===== config.mk =====
export PLATFORM = sky130hd
export DESIGN_NAME = hdd_sd_sequencer_flat
export DESIGN_NICKNAME = d
export VERILOG_FILES = /design/src/rtl/hdd_sd_sequencer_pkg.sv /design/src/rtl/hdd_sd_sequencer_if.sv /design/src/rtl/hdd_sd_sequencer_sd_ack_edge.sv /design/src/rtl/hdd_sd_sequencer.sv /design/src/flat_wrapper.sv
export SDC_FILE = /design/constraint.sdc
export NUM_CORES = 1
export LEC_CHECK = 0
export CORE_MARGIN = 3
export CORE_UTILIZATION = 25
export CTS_CLUSTER_SIZE = 30
export DETAILED_ROUTE_END_ITERATION = 8
export SYNTH_ARGS = -nofsm -noshare
export SYNTH_HDL_FRONTEND = slang
export SYNTH_SLANG_ARGS = --single-unit

===== constraint.sdc =====
create_clock -name clk_sys -period 5.9 [get_ports clk_sys]
set_input_delay 0.59 -clock clk_sys [delete_from_list [all_inputs] [get_ports clk_sys]]
set_output_delay 0.59 -clock clk_sys [all_outputs]
set_load 0.1 [all_outputs]

===== src/rtl/hdd_sd_sequencer_pkg.sv =====
// Shared types and defaults for the HDD-to-SD sequencer.
package hdd_sd_pkg;

    typedef enum logic [1:0] {
        IDLE = 2'd0,
        REQ  = 2'd1,
        XFER = 2'd2
    } state_t;

    // About one second of clk_sys at 14 MHz.
    localparam logic [23:0] DEFAULT_TIMEOUT_CYCLES = 24'd14_000_000;

endpackage


===== src/rtl/hdd_sd_sequencer_if.sv =====
// Virtual-disk channel between the sequencer and hps_io.
interface hdd_sd_sequencer_if;

    logic [31:0] sd_lba;
    logic        sd_rd;
    logic        sd_wr;
    logic        sd_ack;

    modport master (output sd_lba, output sd_rd, output sd_wr, input sd_ack);
    modport slave  (input sd_lba, input sd_rd, input sd_wr, output sd_ack);

endinterface


===== src/rtl/hdd_sd_sequencer_sd_ack_edge.sv =====
// Registered previous-ack compare producing single-cycle rise/fall pulses.
module sd_ack_edge (
    input  logic clk_sys,
    input  logic reset_n,
    input  logic ack,
    output logic rise,
    output logic fall
);

    logic ack_prev;

    always_ff @(posedge clk_sys or negedge reset_n) begin
        if (!reset_n) begin
            ack_prev <= 1'b0;
        end else begin
            ack_prev <= ack;
        end
    end

    assign rise = ack & ~ack_prev;
    assign fall = ~ack & ack_prev;

endmodule


===== src/rtl/hdd_sd_sequencer.sv =====
// Queues core HDD read/write strobes and runs the hps_io sd_rd/sd_wr/sd_ack
// handshake, with mount/protect rejection and an ack timeout.
module hdd_sd_sequencer
    import hdd_sd_pkg::*;
#(
    parameter logic [23:0] TIMEOUT_CYCLES = DEFAULT_TIMEOUT_CYCLES,
    parameter int unsigned SECTOR_W       = 16
) (
    input  logic                clk_sys,
    input  logic                reset_n,
    input  logic                clr,
    input  logic                hdd_read,
    input  logic                hdd_write,
    input  logic [SECTOR_W-1:0] hdd_sector,
    input  logic                img_mounted,
    input  logic [63:0]         img_size,
    input  logic                img_readonly,
    hdd_sd_sequencer_if.master  sd,
    output logic                cpu_wait,
    output logic                hdd_mounted,
    output logic                hdd_protect,
    output logic                err,
    output logic                busy
);

    state_t      state, state_nx;
    logic        rd_pend, rd_pend_nx;
    logic        wr_pend, wr_pend_nx;
    logic        sd_rd_q, sd_rd_nx;
    logic        sd_wr_q, sd_wr_nx;
    logic        cpu_wait_q, cpu_wait_nx;
    logic        err_q, err_nx;
    logic [31:0] lba_q, lba_nx;
    logic [23:0] cnt, cnt_nx;
    logic        ack_rise, ack_fall;
    logic        timed_out;

    sd_ack_edge u_ack_edge (
        .clk_sys (clk_sys),
        .reset_n (reset_n),
        .ack     (sd.sd_ack),
        .rise    (ack_rise),
        .fall    (ack_fall)
    );

    assign timed_out = (cnt == TIMEOUT_CYCLES - 24'd1);

    always_comb begin
        state_nx    = state;
        rd_pend_nx  = rd_pend | hdd_read;
        wr_pend_nx  = wr_pend | hdd_write;
        sd_rd_nx    = sd_rd_q;
        sd_wr_nx    = sd_wr_q;
        cpu_wait_nx = cpu_wait_q;
        err_nx      = err_q;
        lba_nx      = lba_q;
        cnt_nx      = cnt;

        case (state)
            IDLE: begin
                if (rd_pend || wr_pend) begin
                    // Clearing the selected flag still lets a same-cycle strobe re-arm it.
                    if (rd_pend) rd_pend_nx = hdd_read;
                    else         wr_pend_nx = hdd_write;

                    if (!hdd_mounted || (!rd_pend && hdd_protect)) begin
                        err_nx = 1'b1;
                    end else begin
                        lba_nx      = 32'(hdd_sector);
                        sd_rd_nx    = rd_pend;
                        sd_wr_nx    = !rd_pend;
                        cpu_wait_nx = 1'b1;
                        err_nx      = 1'b0;
                        cnt_nx      = 24'd0;
                        state_nx    = REQ;
                    end
                end
            end

            REQ, XFER: begin
                if (timed_out) begin
                    sd_rd_nx    = 1'b0;
                    sd_wr_nx    = 1'b0;
                    cpu_wait_nx = 1'b0;
                    err_nx      = 1'b1;
                    state_nx    = IDLE;
                end else begin
                    cnt_nx = cnt + 24'd1;
                    if (state == REQ && ack_rise) begin
                        sd_rd_nx = 1'b0;
                        sd_wr_nx = 1'b0;
                        state_nx = XFER;
                    end else if (state == XFER && ack_fall) begin
                        cpu_wait_nx = 1'b0;
                        state_nx    = IDLE;
                    end
                end
            end

            default: state_nx = IDLE;
        endcase
    end

    always_ff @(posedge clk_sys or negedge reset_n) begin
        if (!reset_n) begin
            state      <= IDLE;
            rd_pend    <= 1'b0;
            wr_pend    <= 1'b0;
            sd_rd_q    <= 1'b0;
            sd_wr_q    <= 1'b0;
            cpu_wait_q <= 1'b0;
            err_q      <= 1'b0;
            lba_q      <= 32'd0;
            cnt        <= 24'd0;
        end else if (clr) begin
            state      <= IDLE;
            rd_pend    <= 1'b0;
            wr_pend    <= 1'b0;
            sd_rd_q    <= 1'b0;
            sd_wr_q    <= 1'b0;
            cpu_wait_q <= 1'b0;
            err_q      <= 1'b0;
            lba_q      <= 32'd0;
            cnt        <= 24'd0;
        end else begin
            state      <= state_nx;
            rd_pend    <= rd_pend_nx;
            wr_pend    <= wr_pend_nx;
            sd_rd_q    <= sd_rd_nx;
            sd_wr_q    <= sd_wr_nx;
            cpu_wait_q <= cpu_wait_nx;
            err_q      <= err_nx;
            lba_q      <= lba_nx;
            cnt        <= cnt_nx;
        end
    end

    // Mount state survives the warm clear; only the hard reset drops it.
    always_ff @(posedge clk_sys or negedge reset_n) begin
        if (!reset_n) begin
            hdd_mounted <= 1'b0;
            hdd_protect <= 1'b0;
        end else if (img_mounted) begin
            hdd_mounted <= (img_size != 64'd0);
            hdd_protect <= img_readonly;
        end
    end

    assign sd.sd_lba = lba_q;
    assign sd.sd_rd  = sd_rd_q;
    assign sd.sd_wr  = sd_wr_q;
    assign cpu_wait  = cpu_wait_q;
    assign err       = err_q;
    assign busy      = (state != IDLE);

endmodule


===== src/flat_wrapper.sv =====
// flat-port wrapper written by rule: the top's interface ports become plain ports
module hdd_sd_sequencer_flat import hdd_sd_pkg::*;
#(
    parameter logic [23:0] TIMEOUT_CYCLES = DEFAULT_TIMEOUT_CYCLES,
    parameter int unsigned SECTOR_W       = 16
)
  (clk_sys, reset_n, clr, hdd_read, hdd_write, hdd_sector, img_mounted, img_size, img_readonly, cpu_wait, hdd_mounted, hdd_protect, err, busy, sd_sd_lba, sd_sd_rd, sd_sd_wr, sd_sd_ack);
  hdd_sd_sequencer_if sd_i ();
  input  logic clk_sys;
  input  logic reset_n;
  input  logic clr;
  input  logic hdd_read;
  input  logic hdd_write;
  input  logic [SECTOR_W-1:0] hdd_sector;
  input  logic img_mounted;
  input  logic [63:0] img_size;
  input  logic img_readonly;
  output logic cpu_wait;
  output logic hdd_mounted;
  output logic hdd_protect;
  output logic err;
  output logic busy;
  output wire logic [$bits(sd_i.sd_lba)-1:0] sd_sd_lba;
  output wire logic [$bits(sd_i.sd_rd)-1:0] sd_sd_rd;
  output wire logic [$bits(sd_i.sd_wr)-1:0] sd_sd_wr;
  input wire logic [$bits(sd_i.sd_ack)-1:0] sd_sd_ack;
  assign sd_sd_lba = sd_i.sd_lba;
  assign sd_sd_rd = sd_i.sd_rd;
  assign sd_sd_wr = sd_i.sd_wr;
  assign sd_i.sd_ack = sd_sd_ack;
  hdd_sd_sequencer #(.TIMEOUT_CYCLES(TIMEOUT_CYCLES), .SECTOR_W(SECTOR_W)) u_core (.clk_sys(clk_sys), .reset_n(reset_n), .clr(clr), .hdd_read(hdd_read), .hdd_write(hdd_write), .hdd_sector(hdd_sector), .img_mounted(img_mounted), .img_size(img_size), .img_readonly(img_readonly), .sd(sd_i), .cpu_wait(cpu_wait), .hdd_mounted(hdd_mounted), .hdd_protect(hdd_protect), .err(err), .busy(busy));
endmodule

# Yosys cells after proc, flatten, opt, wreduce, memory -nomap -nowiden
# Cells that the tools add are included.
dict set report totals {
  ff_bits 67
  input_bits 88
  output_inout_bits 39
  wordCells 97
}
dict set report op_classes {
  addsub 1
  eq_ne 12
  muxes 46
  bitwise_logic 6
  n_reduce_logical 20
}
# operator count
set ops {}
lappend ops {{32-bit 2-to-1 mux} 4}
lappend ops {{24-bit 2-to-1 mux} 4}
lappend ops {{64-bit nonzero test} 1}
lappend ops {{24-bit case mux with 2 select lines} 1}
lappend ops {{1-bit 2-to-1 mux} 26}
lappend ops {{24-bit by 1-bit adder with 24-bit output (second input constant)} 1}
lappend ops {{24-bit equality test (second input constant)} 1}
lappend ops {{2-bit 2-to-1 mux} 6}
lappend ops {{3-bit AND reduction} 3}
lappend ops {{4-bit by 2-bit inequality test with 1-bit output (second input constant)} 2}
lappend ops {{1-bit case mux with 2 select lines} 4}
lappend ops {{4-bit AND reduction} 2}
lappend ops {{3-bit by 2-bit inequality test with 1-bit output (second input constant)} 2}
lappend ops {{3-bit inequality test (second input constant)} 2}
lappend ops {{2-bit nonzero test} 3}
lappend ops {{5-bit by 2-bit inequality test with 1-bit output (second input constant)} 1}
lappend ops {{5-bit AND reduction} 1}
lappend ops {{4-bit by 3-bit inequality test with 1-bit output (second input constant)} 1}
lappend ops {{2-bit case mux with 2 select lines} 1}
lappend ops {{1-bit logical AND} 3}
lappend ops {{3-bit nonzero test} 1}
lappend ops {{1-bit bitwise AND} 2}
lappend ops {{2-bit by 1-bit equality test with 1-bit output (second input constant)} 1}
lappend ops {{2-bit equality test (second input constant)} 1}
lappend ops {{7 further kinds} 11}

# Longest topological paths before layout
dict set report depth {
  word_depth 8
  mapped_depth 8
  depth_no_buf 7
}

# Hierarchy
# A second synthesis with hierarchy kept.
dict set report hier_totals {
  hier_cells 303
  area_unflattened_um2 2872.8
}
# module instances cells_each area_per_inst_um2 seq_area_each_um2
set by_module_without_submodules {}
lappend by_module_without_submodules {hdd_sd_sequencer 1 300 2832.7 1251.2}
lappend by_module_without_submodules {sd_ack_edge 1 3 40.0 25.0}

# Least setup slack after synthesis
# No wires, ideal clock.
dict set report synth_path {
  path_type {register -> register}
  from {reg u_core.state[0]}
  to {reg u_core.lba_q[10] (netlist: u_core.sd.sd_lba[10])}
  setup_ns 0.078
  arrival_time_ns 2.223
  required_time_ns 5.822
  setup_slack_ns 3.599
  path_stages_with_launch 9
  path_buffers 2
  synth_period_minus_slack_ns 2.301
  path_cell_list {dfrtp_1 > inv_1 > ha_1 > inv_1 > or2_2 > clkbuf_1 > buf_2 > nand2_1 > a21oi_1}
}
dict set report synth_between {
  elab_chain_len 3
}
# element line_no
set synth_rtl {}
lappend synth_rtl {{start: declaration} hdd_sd_sequencer.sv:26} ;# state_t state, state_nx;
lappend synth_rtl {{start signal: assignment} hdd_sd_sequencer.sv:126} ;# state <= state_nx;
lappend synth_rtl {{2-bit logical NOT} hdd_sd_sequencer.sv:59} ;# case (state)
lappend synth_rtl {{2-bit nonzero test (no line)} --}
lappend synth_rtl {{3-bit AND reduction (no line)} --}
lappend synth_rtl {{end signal: assignment} hdd_sd_sequencer.sv:133} ;# lba_q <= lba_nx;
lappend synth_rtl {{end: declaration} hdd_sd_sequencer.sv:33} ;# logic [31:0] lba_q, lba_nx;
# No other way between the ends.
# A chain may end at the register's enable or synchronous reset.

# Worst setup path in the final report
dict set report layout_path {
  from {reg u_core.state[0]}
  to {out busy}
}
dict set report layout_between {
  elab_chain_len 1
}
# element line_no
set layout_rtl {}
lappend layout_rtl {{2-bit nonzero test} hdd_sd_sequencer.sv:154} ;# assign busy = (state != IDLE);
lappend layout_rtl {{end: declaration} flat_wrapper.sv:22} ;# output logic busy;
# No other way between the ends.

==> reports/results.md <==
| Item | This run |
|:---|:---|
| Total GRT Usage | 12.0% |
| DRC marker count from the first detailed-route iteration | 99 |
| Register area share after synthesis | 44.4% |
| Number of input and output port buffers inserted | 110 |
| Clock tree from TritonCTS | built |
| Syn Inst Count | 315 |
| Post-detailed-routing wire length | 7700 um |
| Post-route fraction of the period consumed by the critical path | 50.0% |
| Number of warnings reported in the yosys synthesis log | 0 |
| Routed met3 length | 651 um |
| Final Hold Viols | 0 |
| Chip Width | 113 um |
| Compound-cell area share of the yosys netlist | 17.2% |
| Total number of vias | 2707 |
| WL/cell | 13.7 um |
| Clk pwr share | 28.4% |
| Psw | 0.410 mW |
| Met1 layer wirelength in the final routing | 3220 um |
| Post-CTS setup repair buffer count | 0 |
| PwrDens | 251 nW/um2 |
| Total grt overflow | 0 |
| Layout cell share with drive strength beyond 1 | 7.13% |
| Post-Route Hold Slack | 0.401 ns |
| Number of placed I/O pins | 127 |
| Setup slack, reg-to-reg | 3.42 ns |
| Main combinational cell family by area after synthesis | simple AND/OR/NAND/NOR gates |
| Max_slew headroom | 33.1% |
| Total clock buffers created by CTS | 5 |
| Worst path arrival time | 2.36 ns |
| Syn Std Cell Area | 2870 um2 |
| Worst Path Class, Setup | reg -> out |
| # H-tree levels | 2 |
| Maximum number of pins on one net before global-route repair | 52 |
| Post-DP HPWL | 5980 um |
| Starting Density | 26.0% |
| Setup repair after global routing missed its margin | false |
| Final-stage net count | 513 |
| Height of the die | 113 um |
| Achievable clock frequency | 0.339 GHz |
| Clock transition time at the flip-flop clock pins of the worst setup and hold paths | 0.07 ns |
| Flip-flop cell with the highest count after synthesis | sky130_fd_sc_hd__dfrtp_1 |
| Number of global-route vias before repair | 2666 |
| Clock net sink count | 51 |
| Post-synthesis share of cell area spent on xor and xnor gates | 3.36% |
| Largest fanout of any net on the critical path | 7 |
| Flip-flop count of the largest register after layout | 24 |
| Number of nets still failing antenna checks after routing | 0 |
| Peak ir drop on the vdd network | 0.127 mV |
| Final setup vio count | 0 |
| Post-synthesis area per instance | 9.12 um2 |
| Crit start category | flip-flop |
| Buffer depth of the longest clock path | 2 |
| Setup slack after placement | 3.11 ns |
| DRC errors left | 0 |
| Proportion of synthesized area in mux cells | 0.392% |
| Required time of the worst setup path | 5.31 ns |
| Fraction of power consumed by sequential logic | 36.6% |
| Comb power frac | 34.9% |
| Number of synthesized register bits | 51 |
| Type of the worst min-delay path | in -> async |
| Clock latency at the later pin of the worst-skew pair | 0.29 ns |
| Final RePlAce weighted congestion | 0.779 |
| Wire length of the first global-routing pass | 12600 um |
| Number of flops mapped to enable cells by yosys | 0 |
| Drt pass-1 iters | 4 |
| Layout Skew | 0.00524 ns |
| Post-Route Setup TNS | 0 ns |
| Crit path capture type | output pin |
| Internal power consumption | 0.639 mW |
| Row count | 38 |
| Detailed-route vias per instance | 4.83 |
| Antenna diode instance count | 0 |
| Routed wire length on met2 | 3730 um |
| Yosys cell types | 47 |
| Outcome | finished clean |
| Uppermost routed layer | met4 |
| Clock tree root driver cell | sky130_fd_sc_hd__clkbuf_16 |
| Post-cts sizing count | 0 |
| Area growth from synthesis to layout | 45.6% |
| Min Clock Period, post-route | 2.95 ns |
| Net Sw Frac | 39.1% |
| Register bank with the most flops | u_core.cnt |
| Post-synthesis simple-gate area fraction | 24.4% |
| Hold-fix buffer count after cts | 0 |
| Synthesized-area fraction occupied by adder cells | 2.18% |
| Leakage component of the power | 1.62 nW |
| Count of max-cap constraint violations | 0 |
| Worst Tran Pin Value | 1.00 ns |
| Setup slack after layout | 2.95 ns |
| Antenna violations before repair | 0 |
| Fraction of synthesis flops using an asynchronous set or reset pin | 100% |
| Area of the die | 12800 um2 |
| Pins Over Slew Limit | 0 |
| CORE AREA | 11000 um2 |
-- cell type report --
cell class / instances / area, um2
Clock buffer: 5 / 125
Clock inverter: 3 / 26.3
Tap cell: 140 / 175
Timing Repair Buffer: 112 / 1110
Inverter: 11 / 41.3
Sequential cell: 51 / 1280
Fill cell: 1127 / 6850
Multi-Input combinational cell: 239 / 1430
-- metal layers --
layer / global-route usage (%) / vias to the layer above
li1: - / 1310
met1: 14.4 / 1277
met2: 20.4 / 111
met3: 3.74 / 9
met4: 3.69 / 0
met5: 0 / -
-- critical path, cell delays in order (launching register included) --
cell and delay [ns]:
sky130_fd_sc_hd__dfrtp_1 0.37, sky130_fd_sc_hd__inv_1 0.08, sky130_fd_sc_hd__ha_1 0.29, sky130_fd_sc_hd__inv_1 0.16
sky130_fd_sc_hd__clkdlybuf4s50_1 1.16
-- synthesized netlist by cell type (2+ instances only) --
cell                        number  area share, %
sky130_fd_sc_hd__ha_1            5            2.2
sky130_fd_sc_hd__o21ai_1         2           0.35
sky130_fd_sc_hd__nor4_1         16            3.5
sky130_fd_sc_hd__nor2b_1         2           0.44
sky130_fd_sc_hd__a31oi_1         3           0.65
sky130_fd_sc_hd__clkbuf_1        6           0.78
sky130_fd_sc_hd__or4_1           2           0.52
sky130_fd_sc_hd__nor4b_1         3           0.92
sky130_fd_sc_hd__a2111oi_2       5            2.6
sky130_fd_sc_hd__a21o_1          3           0.78
sky130_fd_sc_hd__nor2_1         20            2.6
sky130_fd_sc_hd__nand3_1        12            2.1
sky130_fd_sc_hd__xnor2_1        11            3.4
sky130_fd_sc_hd__dfrtp_1        51             44
sky130_fd_sc_hd__a21oi_1        33            5.8
sky130_fd_sc_hd__or2_2           3           0.65
sky130_fd_sc_hd__o21ai_0        15            2.6
sky130_fd_sc_hd__nand3b_1        2           0.52
sky130_fd_sc_hd__nand4_1         7            1.5
sky130_fd_sc_hd__inv_1          11            1.4
sky130_fd_sc_hd__buf_4          16            4.2
sky130_fd_sc_hd__or3_1          10            2.2
sky130_fd_sc_hd__a211oi_1        4            1.0
sky130_fd_sc_hd__nand2_1        44            5.8
sky130_fd_sc_hd__and3_1          3           0.65
sky130_fd_sc_hd__buf_2           5           0.87
-- cells by family (layout without fill, tap and decap cells) --
logic type      Yosys count  in the layout
other cells               1             16
buf+inv                  40            131
mux                       1              1
compound gates           74             74
xor+xnor                 11             11
flops                    51             51
simple gates            132            132
fa+ha+maj                 5              5
-- per-stage QoR --
stage	instance area, um2	power, mW	std cells	utilization, %
final	4180	1.05	561	37.9
after global routing	4180	1.09	561	37.9
after CTS	4180	1.06	561	37.9
after detailed placement	4030	0.761	553	36.5
after global placement	4030	0.757	553	36.5
after floorplan	2930	0.645	330	-
-- placed cells by master, fill, tap and decap left out, drive strengths merged, types with 2 or more instances in the layout --
master and count:
clkdlybuf4s50 109, dfrtp 51, nand2 44, a21oi 33, nor2 20, o21ai 17
nor4 16, conb 16, inv 13, nand3 12, xnor2 11, or3 10
nand4 8, a2111oi 5, ha 5, clkbuf 5, a211oi 4, or2 4
and3 4, a21o 4, nor4b 3, a31oi 3, nor2b 3, buf 3
and4 3, nand3b 2, or4 2
-- path summary, 6_finish.rpt --
path / start / depth (start not counted) / end
setup / recovery: u_core.state[0] / 4 / busy
hold / removal: reset_n / 2 / u_core.cnt[9]
setup reg to reg: u_core.state[0] / 7 / u_core.cnt[6]
hold reg to reg: u_core.sd.sd_wr / 1 / u_core.sd.sd_wr
max in group asynchronous: reset_n / 2 / u_core.err
min in group clk_sys: u_core.sd.sd_wr / 1 / u_core.sd.sd_wr
-- power by group through the flow --
stage,clock (mW),combinational (mW),sequential (mW)
after floorplan,0,0.142,0.502
after global placement,0,0.366,0.391
after detailed placement,0,0.370,0.391
after CTS,0.308,0.370,0.385
after global routing,0.319,0.387,0.387
final,0.298,0.367,0.384
Note: power is estimated with default switching activity, not from simulation.
